File: config.mk
export PLATFORM = sky130hd
export DESIGN_NAME = sync_updown_counter
export DESIGN_NICKNAME = d
export VERILOG_FILES = /design/src/rtl/sync_updown_counter.sv
export SDC_FILE = /design/constraint.sdc
export NUM_CORES = 1
export LEC_CHECK = 0
export BUFFER_PORTS_ARGS = -buffer_cell sky130_fd_sc_hd__buf_2
export CORE_AREA = 2 2 39 41
export CTS_CLUSTER_DIAMETER = 50
export DETAILED_ROUTE_END_ITERATION = 16
export DIE_AREA = 0 0 41 43
export GPL_ROUTABILITY_DRIVEN = 0
export HOLD_SLACK_MARGIN = 0.06
export PLACE_DENSITY = 0.57
export SETUP_SLACK_MARGIN = 0.15
export SLEW_MARGIN = 10
export SYNTH_ARGS = -nofsm -noshare
export SYNTH_HDL_FRONTEND = slang
export SYNTH_SLANG_ARGS = --single-unit
File: constraint.sdc
create_clock -name clk -period 1.45 [get_ports clk]
set_clock_uncertainty 0.05 [all_clocks]
set_input_delay 0.145 -clock clk [delete_from_list [all_inputs] [get_ports clk]]
set_output_delay 0.145 -clock clk [all_outputs]
set_load 0.01 [all_outputs]
File: src/rtl/sync_updown_counter.sv
// sync_updown_counter: fully synchronous up/down counter with parallel load,
// count enable, programmable modulus (0..MAX_VAL), wrap or saturate at the
// bounds, a look-ahead terminal-count flag, a one-cycle event pulse and a
// sticky overflow flag.
module sync_updown_counter #(
  parameter int unsigned      WIDTH    = 4,
  parameter logic [WIDTH-1:0] MAX_VAL  = {WIDTH{1'b1}},
  parameter bit               SATURATE = 1'b0,
  parameter logic [WIDTH-1:0] RST_VAL  = '0
) (
  input  logic             clk,
  input  logic             rst,
  input  logic             en,
  input  logic             up,
  input  logic             load,
  input  logic [WIDTH-1:0] din,
  input  logic             clr_ovf,
  output logic [WIDTH-1:0] q,
  output logic [WIDTH-1:0] qbar,
  output logic             tc,
  output logic             evt,
  output logic             ovf
);

  localparam logic [WIDTH-1:0] ONE = WIDTH'(1);

  logic             at_top;
  logic             at_bot;
  logic [WIDTH-1:0] q_next;

  assign at_top = (q == MAX_VAL);
  assign at_bot = (q == '0);
  assign qbar   = ~q;

  // An event happens exactly when counting is enabled, not overridden by load,
  // and the count sits on the bound it is moving towards.
  assign tc = en & ~load & (up ? at_top : at_bot);

  // Next count: clamped load, otherwise step within 0..MAX_VAL with wrap or hold.
  always_comb begin
    q_next = q;
    if (load) begin
      q_next = (din > MAX_VAL) ? MAX_VAL : din;
    end else if (en) begin
      if (up) begin
        if (at_top) q_next = SATURATE ? q : '0;
        else        q_next = q + ONE;
      end else begin
        if (at_bot) q_next = SATURATE ? q : MAX_VAL;
        else        q_next = q - ONE;
      end
    end
  end

  // Register count and flags; an event sets ovf and wins over clr_ovf.
  always_ff @(posedge clk) begin
    if (rst) begin
      q   <= RST_VAL;
      evt <= 1'b0;
      ovf <= 1'b0;
    end else begin
      q   <= q_next;
      evt <= tc;
      ovf <= tc | (ovf & ~clr_ovf);
    end
  end

endmodule

==> impl_metrics.yaml, run 1 <==
clock_tree:
  max-clock-path-buffers: 2
  cts_tree: "built"
  clk_latency_ns: 0.24
  numCtsBuffers: 3
  ctsRootBufferMaster: "clkbuf_4"
  clk_pin_slew_ns: 0.05
  cts.sinks: 6
  h-tree-depth: 1
grt:
  grt_pass1_vias: 419
  overflow: 0
  gr-usage-all-layers_pct: 14.1
  grt_pass1_wl_um: 1710
  antenna_found_initial: 0
  grt_max_degree: 10
layout:
  final_area_um2: 669
  fin_nets: 94
  num-fill-cells: 143
  final_util_pct: 48.4
  drive_gt1_share_pct: 54.3
  area_delta_synth_final_pct: 66.1
  diodes: 0
route:
  vias: 457
  drtIter0Drc: 15
  avgViaCountPerCell: 4.71
  routedWlPerCell_um: 11.3
  firstDrtPassIters: 4
  route.detailed.drc: 0
  ant_nets: 0
  wl_um: 1090
outcome:
  status: "finished with violations"
  violations: "setup timing"
synth:
  ys.flop_type: "dfxtp_1"
  ys_types: 25
  post-synth-top-count-cell: "inv_1"
  synth_simple_gate_area_share_pct: 17.1
  yosys-mux-area-fraction_pct: 4.97
  synth-compound-area-share_pct: 27.6
  synthCells: 50
  netlist_area_um2: 403
  async_reset_ff_share_pct: 0
  synth_top_family_by_area: "compound AO/OA/AOI/OAI gates"
  synthTopCellsByArea: "dfxtp_1, a21oi_1, inv_1, ha_1, mux2i_1"
  syn_nets: 62
  synth_common_cells: "inv_1, a21oi_1, dfxtp_1"
  yosys.area_share.xor_xnor_pct: 4.35
  synth_top_area_share_pct: 29.8
  synth_top_area_cell: "dfxtp_1"
  syn_avg_cell_area_um2: 8.06
  synth_fa_ha_area_share_pct: 6.21
  synth_edf_count: 0
  synth_seq_cells: 6
  yosys_warnings: 0
  ys_seq_area_share_pct: 29.8
power:
  power.density_nw_per_um2: 797
  vdd.ir_drop.worst_uv: 399
  p_leak_uw: 0.000310
floorplan:
  dieWidth_um: 41
  fp.dieArea_um2: 1760
  core_area_um2: 1380
  die_h_um: 43
  io_pins: 21
  row_count: 14
  start_util_pct: 29.1
place:
  dp_hpwl_um: 743
  place_area_um2: 538
  port-buffer-count: 20
timing:
  rsz0062_at_grt: "yes"
  finalHoldViolCount: 0
  final.period_utilization_pct: 113
  period_minus_slack_ns: 1.64
  worst_slack_ns: -0.185
  tightest_slew_ns: 0.294
  max-slew-margin-rel_pct: 80.4
  setup_viol_count_final: 4
  fmax_mhz: 611
  slew_violations: 0
critical_path:
  critical_path_class: "reg -> out"
  reg2reg_from: "q[1]"
  crit_fanout: 4
  reg2reg_depth: 7
  rrSetupSlack_ns: -0.06
  required_ns: 1.25
  r2r-end: "ovf"
  start_kind: "flip-flop"
  crit_path_end_kind: "primary output"
  cp.arrival_ns: 1.44
worst_hold_path:
  holdPathStages: 2
  whs_endpoint: "ovf"
  hold_start: "rst"
  hp-class: "in -> reg"
run:
  drv_cap: 0
==> power breakdown <==
part	switching (uW)	internal, uW
sequential	16.6	176
clock	63.0	104
combinational	81.9	92.4
total	161	372
==> layout make-up <==
cell class	instances	area, um^2	area share, %
Sequential cell	6	128	19.1
Timing Repair Buffer	29	178	26.5
Tap cell	16	20.0	2.99
Inverter	8	35.0	5.23
Multi-Input combinational cell	34	283	42.2
Clock buffer	4	26.3	3.93
==> registers in the layout (all words and copies together), names as in the netlist <==
register / flops
ovf: 1
evt: 1
q: 4
==> worst max-delay path, stage by stage, from the launching register on <==
cell and delay [ns]:
dfxtp_4 0.38, ha_2 0.21, and4_1 0.19, a21oi_1 0.04, or2_1 0.23, inv_2 0.06, buf_6 0.09
==> through the flow <==
stage / power, uW / setup slack, ns / cells / TNS (ns) / hold slack [ns]
4_1_cts: 535 / -0.222 / 96 / -0.384 / 0.0899
5_1_grt: 575 / -0.248 / 97 / -0.562 / 0.105
6_report: 534 / -0.185 / 97 / -0.290 / 0.101
3_5_place_dp: 327 / 0.00136 / 84 / 0 / 0.351
2_1_floorplan: 280 / 0.122 / 50 / 0 / 0.157
3_3_place_gp: 326 / 0.00429 / 84 / 0 / 0.338
==> logic make-up after synthesis <==
group,after synthesis
flip-flops,6
AO/OA/AOI/OAI,17
adder cells (fa/ha/maj),2
AND/OR/NAND/NOR,11
buffers and inverters,10
multiplexers,2
XOR/XNOR,2
==> placed cells by master, fill, tap and decap left out, types with 2 or more instances in the layout <==
| master | synthesis | routed |
|---|---|---|
| buf_2 | 2 | 19 |
| inv_1 | 8 | 5 |
| clkbuf_4 | 0 | 3 |
| dfxtp_1 | 6 | 4 |
| nand2b_1 | 2 | 2 |
| mux2i_1 | 2 | 2 |
| buf_6 | 0 | 2 |
| dfxtp_4 | 0 | 2 |
| inv_4 | 0 | 2 |
| a21oi_1 | 7 | 6 |
| xnor2_1 | 2 | 2 |
| buf_4 | 0 | 8 |
==> timing repair <==
action                     CTS  global route
hold buffers                 0             0
setup buffers                8             1
gates resized for setup      6             3
pin swaps                    4             3
setup endpoints to repair    6             7
gates cloned                 0             0
==> how the worst max path moves through the flow <==
stage / start / endpoint / slack [ns] / cells past startpoint
floorplan: q[0] / q[3] / 0.12 / 6
global placement: q[1] / tc / 0.004 / 6
detailed placement: q[0] / tc / 0.001 / 6
CTS: q[0] / tc / -0.22 / 7
global route: q[0] / tc / -0.25 / 7
finish: q[1] / tc / -0.19 / 6
==> per-layer routing <==
metal	track usage, %	up-vias	routed length [um]
li1	-	240	-
met5	0	-	0
met1	18.3	209	467
met3	1.57	0	26
met4	6.00	0	0
met2	22.2	8	599
No activity file was read; power rests on OpenSTA's default activity.
==> run 2, diff against run 1 <==
--- a/config.mk
+++ b/config.mk
@@ -12,7 +12,7 @@
 export DIE_AREA = 0 0 41 43
 export GPL_ROUTABILITY_DRIVEN = 0
 export HOLD_SLACK_MARGIN = 0.06
-export PLACE_DENSITY = 0.57
+export PLACE_DENSITY = 0.63
 export SETUP_SLACK_MARGIN = 0.15
 export SLEW_MARGIN = 10
 export SYNTH_ARGS = -nofsm -noshare
==> run 2 against run 1 <==
The flow still finishes with violations (setup timing). Total power up 2.9%. Die area unchanged. Combinational power up 6%. Via count up 0.88%. First-iteration DRC count down 67%. Largest power group unchanged.
==> impl_metrics.yaml, run 2 (synthesis gave the netlist of run 1 again) <==
route:
  avgViaCountPerCell: 4.85
  wl_um: 1110
  routedWlPerCell_um: 11.6
  drtIter0Drc: 5
  vias: 461
  route.detailed.drc: 0
  ant_nets: 0
  firstDrtPassIters: 4
grt:
  grt_pass1_vias: 390
  antenna_found_initial: 0
  grt_pass1_wl_um: 1600
  gr-usage-all-layers_pct: 13.9
  grt_max_degree: 10
  overflow: 0
timing:
  tightest_slew_ns: 0.218
  worst_slack_ns: -0.200
  period_minus_slack_ns: 1.65
  setup_viol_count_final: 2
  fin_tns_setup_ns: -0.246
  rsz0062_at_grt: "yes"
  fmax_mhz: 606
  slew_violations: 0
  max-slew-margin-rel_pct: 85.5
  whs_ns: 0.0785
  final.period_utilization_pct: 114
  finalHoldViolCount: 0
floorplan:
  io_pins: 21
  fp.dieArea_um2: 1760
  row_count: 14
  core_area_um2: 1380
  dieWidth_um: 41
  die_h_um: 43
  start_util_pct: 29.1
power:
  p_sw_uw: 170
  power_uw: 549
  swShare_pct: 31.0
  power.density_nw_per_um2: 811
  pwr-share-comb_pct: 33.6
  power_frac_seq_pct: 34.9
  p_leak_uw: 0.000309
  vdd.ir_drop.worst_uv: 371
  p_clk_share_pct: 31.5
  internal_power_uw: 379
clock_tree:
  numCtsBuffers: 3
  cts_tree: "built"
  clk_latency_ns: 0.26
  max-clock-path-buffers: 2
  cts_hold_buf: 0
  ctsRootBufferMaster: "clkbuf_4"
  h-tree-depth: 1
  clk_pin_slew_ns: 0.05
  cts.sinks: 6
worst_hold_path:
  hp-class: "in -> reg"
critical_path:
  slowest_delay_ns: 0.37
  cp.arrival_ns: 1.46
  start_kind: "flip-flop"
  crit_chain: "ha_2 -> and4_1 -> a21oi_1 -> or2_1 -> inv_2 -> buf_6"
  slowest_stage: "dfxtp_4"
  crit_fanout: 4
  crit_path_end_kind: "primary output"
  cpLargestDelayFamily: "simple AND/OR/NAND/NOR gates"
  cp_num_buf_inv: 2
  required_ns: 1.25
  critical_path_class: "reg -> out"
place:
  place_area_um2: 546
  port-buffer-count: 20
  dp_hpwl_um: 765
layout:
  reg_top3: "q (4), evt (1), ovf (1)"
  layout_commonest_cell: "buf_2"
  diodes: 0
  final_area_um2: 677
  layout_common_cells: "buf_2, a21oi_1, inv_1, buf_4"
  area_delta_synth_final_pct: 68.0
  num-fill-cells: 144
  largest_reg_flops: 4
  drive_gt1_share_pct: 57.0
  regMostFlops: "q"
  fin_nets: 92
outcome:
  status: "finished with violations"
  violations: "setup timing"
run:
  drv_cap: 0
## run 2: final cells by class
class	instances	area (um^2)	share of cell area, %
Clock buffer	4	26.3	3.88
Sequential cell	6	129	19.0
Tap cell	16	20.0	2.96
Inverter	8	35.0	5.18
Multi-Input combinational cell	34	300	44.4
Timing Repair Buffer	27	166	24.6
## run 2: per-stage QoR
stage	instances	worst slack [ns]	utilization (%)
floorplan	50	0.122	-
global placement	85	-0.00347	39.4
detailed placement	85	-0.00318	39.4
CTS	92	-0.220	45.0
global route	95	-0.286	48.9
finish	95	-0.200	48.9
## run 2: final timing paths
path,endpoint,depth (start not counted),slack [ns],startpoint
worst max-delay path,tc,6,-0.20,q[0]
worst min register to register,ovf,2,0.44,ovf
worst min-delay path,q[0],2,0.08,rst
worst max register to register,q[3],6,-0.05,q[0]
## run 2: what timing repair did
item,in CTS,in global routing
cloned,0,0
resized for setup,6,7
pin swaps,4,2
endpoints found under the setup margin,5,7
setup buffers,3,3
## run 2: metal layers
layer	wire length, um	up-vias	part of all wire (%)	global-route usage (%)
li1	-	237	-	-
met2	482	17	44	20.0
met4	36	0	3.3	12.0
met5	0	-	0	0
met3	82	4	7.4	4.71
met1	505	203	46	15.4
## run 2: worst reg2reg max path, cell delays in order, from the launching register on
cell and delay (ns):
dfxtp_4 0.36, buf_4 0.13, buf_6 0.12, o31a_1 0.29, a311oi_2 0.21, a311o_1 0.15, a21oi_1 0.06
## run 2: power groups by stage
stage | clock network, uW | registers [uW] | logic (uW)
floorplan | 0 | 200 | 80.7
global placement | 0 | 195 | 133
detailed placement | 0 | 196 | 135
CTS | 176 | 191 | 157
global route | 185 | 194 | 203
finish | 173 | 192 | 184
==> run 3, diff against run 2 <==
--- a/config.mk
+++ b/config.mk
@@ -7,12 +7,12 @@
 export LEC_CHECK = 0
 export BUFFER_PORTS_ARGS = -buffer_cell sky130_fd_sc_hd__buf_2
 export CORE_AREA = 2 2 39 41
-export CTS_CLUSTER_DIAMETER = 50
+export CTS_CLUSTER_DIAMETER = 150
 export DETAILED_ROUTE_END_ITERATION = 16
 export DIE_AREA = 0 0 41 43
 export GPL_ROUTABILITY_DRIVEN = 0
 export HOLD_SLACK_MARGIN = 0.06
-export PLACE_DENSITY = 0.63
+export PLACE_DENSITY = 0.6
 export SETUP_SLACK_MARGIN = 0.15
 export SLEW_MARGIN = 10
 export SYNTH_ARGS = -nofsm -noshare
==> constraint.sdc (replaced) <==
create_clock -name clk -period 1.7 [get_ports clk]
set_clock_uncertainty 0.05 [all_clocks]
set_input_delay 0.17 -clock clk [delete_from_list [all_inputs] [get_ports clk]]
set_output_delay 0.17 -clock clk [all_outputs]
set_load 0.01 [all_outputs]
==> run 3 against run 2 <==
The run now ends clean. Setup slack better by 0.22 ns. Via count increased by 4.3%. Global-route usage grew 0.82 points. Cell count grew 2.1%. Hold slack better by 0.040 ns. Largest cell class unchanged. Highest routed layer is now met3.
==> impl_metrics.yaml, run 3 (synthesis gave the netlist of run 1 again) <==
outcome:
  status: "finished clean"
route:
  route.detailed.drc: 0
  avgViaCountPerCell: 4.96
  drtIter0Drc: 11
  firstDrtPassIters: 4
  wl_um: 1200
  ant_nets: 0
  vias: 481
  routedWlPerCell_um: 12.3
critical_path:
  critical_path_class: "reg -> out"
  start_kind: "flip-flop"
  cpLargestDelayFamily: "simple AND/OR/NAND/NOR gates"
  cp.arrival_ns: 1.46
  crit_chain: "inv_4 -> ha_4 -> nor3b_4 -> a21oi_2 -> or2_1 -> inv_1 -> buf_2"
  crit_fanout: 4
  slowest_stage: "dfxtp_4"
  cp_num_buf_inv: 3
  slowest_delay_ns: 0.36
  required_ns: 1.48
  crit_path_end_kind: "primary output"
  rrSetupSlack_ns: 0.05
timing:
  slew_violations: 0
  finalHoldViolCount: 0
  max-slew-margin-rel_pct: 80.9
  tightest_slew_ns: 0.286
  fmax_mhz: 595
  rsz0062_at_grt: "yes"
  final.period_utilization_pct: 98.8
  period_minus_slack_ns: 1.68
  setup_viol_count_final: 0
clock_tree:
  cts.sinks: 6
  clk_latency_ns: 0.23
  numCtsBuffers: 3
  h-tree-depth: 1
  max-clock-path-buffers: 2
  clk_pin_slew_ns: 0.04
  cts_hold_buf: 0
  ctsRootBufferMaster: "clkbuf_4"
  cts_tree: "built"
floorplan:
  dieWidth_um: 41
  die_h_um: 43
  core_area_um2: 1380
  io_pins: 21
  fp.dieArea_um2: 1760
  row_count: 14
  start_util_pct: 29.1
place:
  port-buffer-count: 20
  placed_cells: 84
  dp_hpwl_um: 732
power:
  vdd.ir_drop.worst_uv: 354
  p_clk_share_pct: 27.8
  power_uw: 445
  power.density_nw_per_um2: 670
  power_frac_seq_pct: 36.9
  p_sw_uw: 132
  internal_power_uw: 313
  swShare_pct: 29.6
  p_leak_uw: 0.000318
  pwr-share-comb_pct: 35.2
grt:
  grt_max_degree: 10
  overflow: 0
  antenna_found_initial: 0
  gr-usage-all-layers_pct: 14.8
  grt_pass1_wl_um: 1790
  grt_pass1_vias: 436
layout:
  regMostFlops: "q"
  layout_commonest_cell: "buf_2"
  fin_nets: 95
  diodes: 0
  fin_cells: 97
  drive_gt1_share_pct: 53.1
  reg_top3: "q (4), evt (1), ovf (1)"
  area_delta_synth_final_pct: 64.9
  largest_reg_flops: 4
  layout_common_cells: "buf_2, buf_4, inv_1, a21oi_1, dfxtp_1"
worst_hold_path:
  hp-class: "in -> reg"
run:
  drv_cap: 0
==> run 3: layout make-up <==
type / instances / area (um^2)
Timing Repair Buffer: 30 / 179
Tap cell: 16 / 20.0
Sequential cell: 6 / 128
Clock buffer: 3 / 22.5
Fill cell: 152 / 719
Inverter: 8 / 35.0
Multi-Input combinational cell: 34 / 280
==> run 3: worst paths after layout <==
| path | cells past startpoint | end | startpoint |
|---|---|---|---|
| worst min register to register | 2 | ovf | ovf |
| worst max-delay path | 7 | tc | q[1] |
| worst max register to register | 9 | q[0] | q[1] |
| worst min-delay path | 2 | q[0] | rst |
==> run 3: layer usage <==
metal	wire (um)	vias to the layer above	track usage, %
met5	0	-	0
met4	0	0	12.0
met3	54	0	2.62
met2	662	17	22.2
met1	478	223	17.0
li1	-	241	-
==> run 3: timing repair <==
| action | in CTS | in global routing |
|---|---|---|
| resized for setup | 11 | 4 |
| endpoints found under the setup margin | 2 | 3 |
| pin swaps | 3 | 6 |
| cloned | 0 | 0 |
| buffers inserted | 10 | 0 |
==> run 3: stage by stage <==
stage	setup WS [ns]	TNS (ns)	cell area, um^2	hold WS [ns]	util [%]
finish	0.0201	0	664	0.118	48.0
global placement	0.0746	0	514	0.369	37.2
global route	-0.0604	-0.111	664	0.128	48.0
CTS	0.0171	0	644	0.104	46.6
floorplan	0.156	0	404	0.189	-
detailed placement	0.0924	0	514	0.370	37.2
==> run 3: power by group through the flow <==
stage / sequential [uW] / clock, uW / combinational [uW]
after floorplan: 169 / 0 / 63.1
after global placement: 167 / 0 / 103
after detailed placement: 167 / 0 / 103
after CTS: 163 / 133 / 145
after global routing: 165 / 139 / 171
final: 164 / 124 / 157
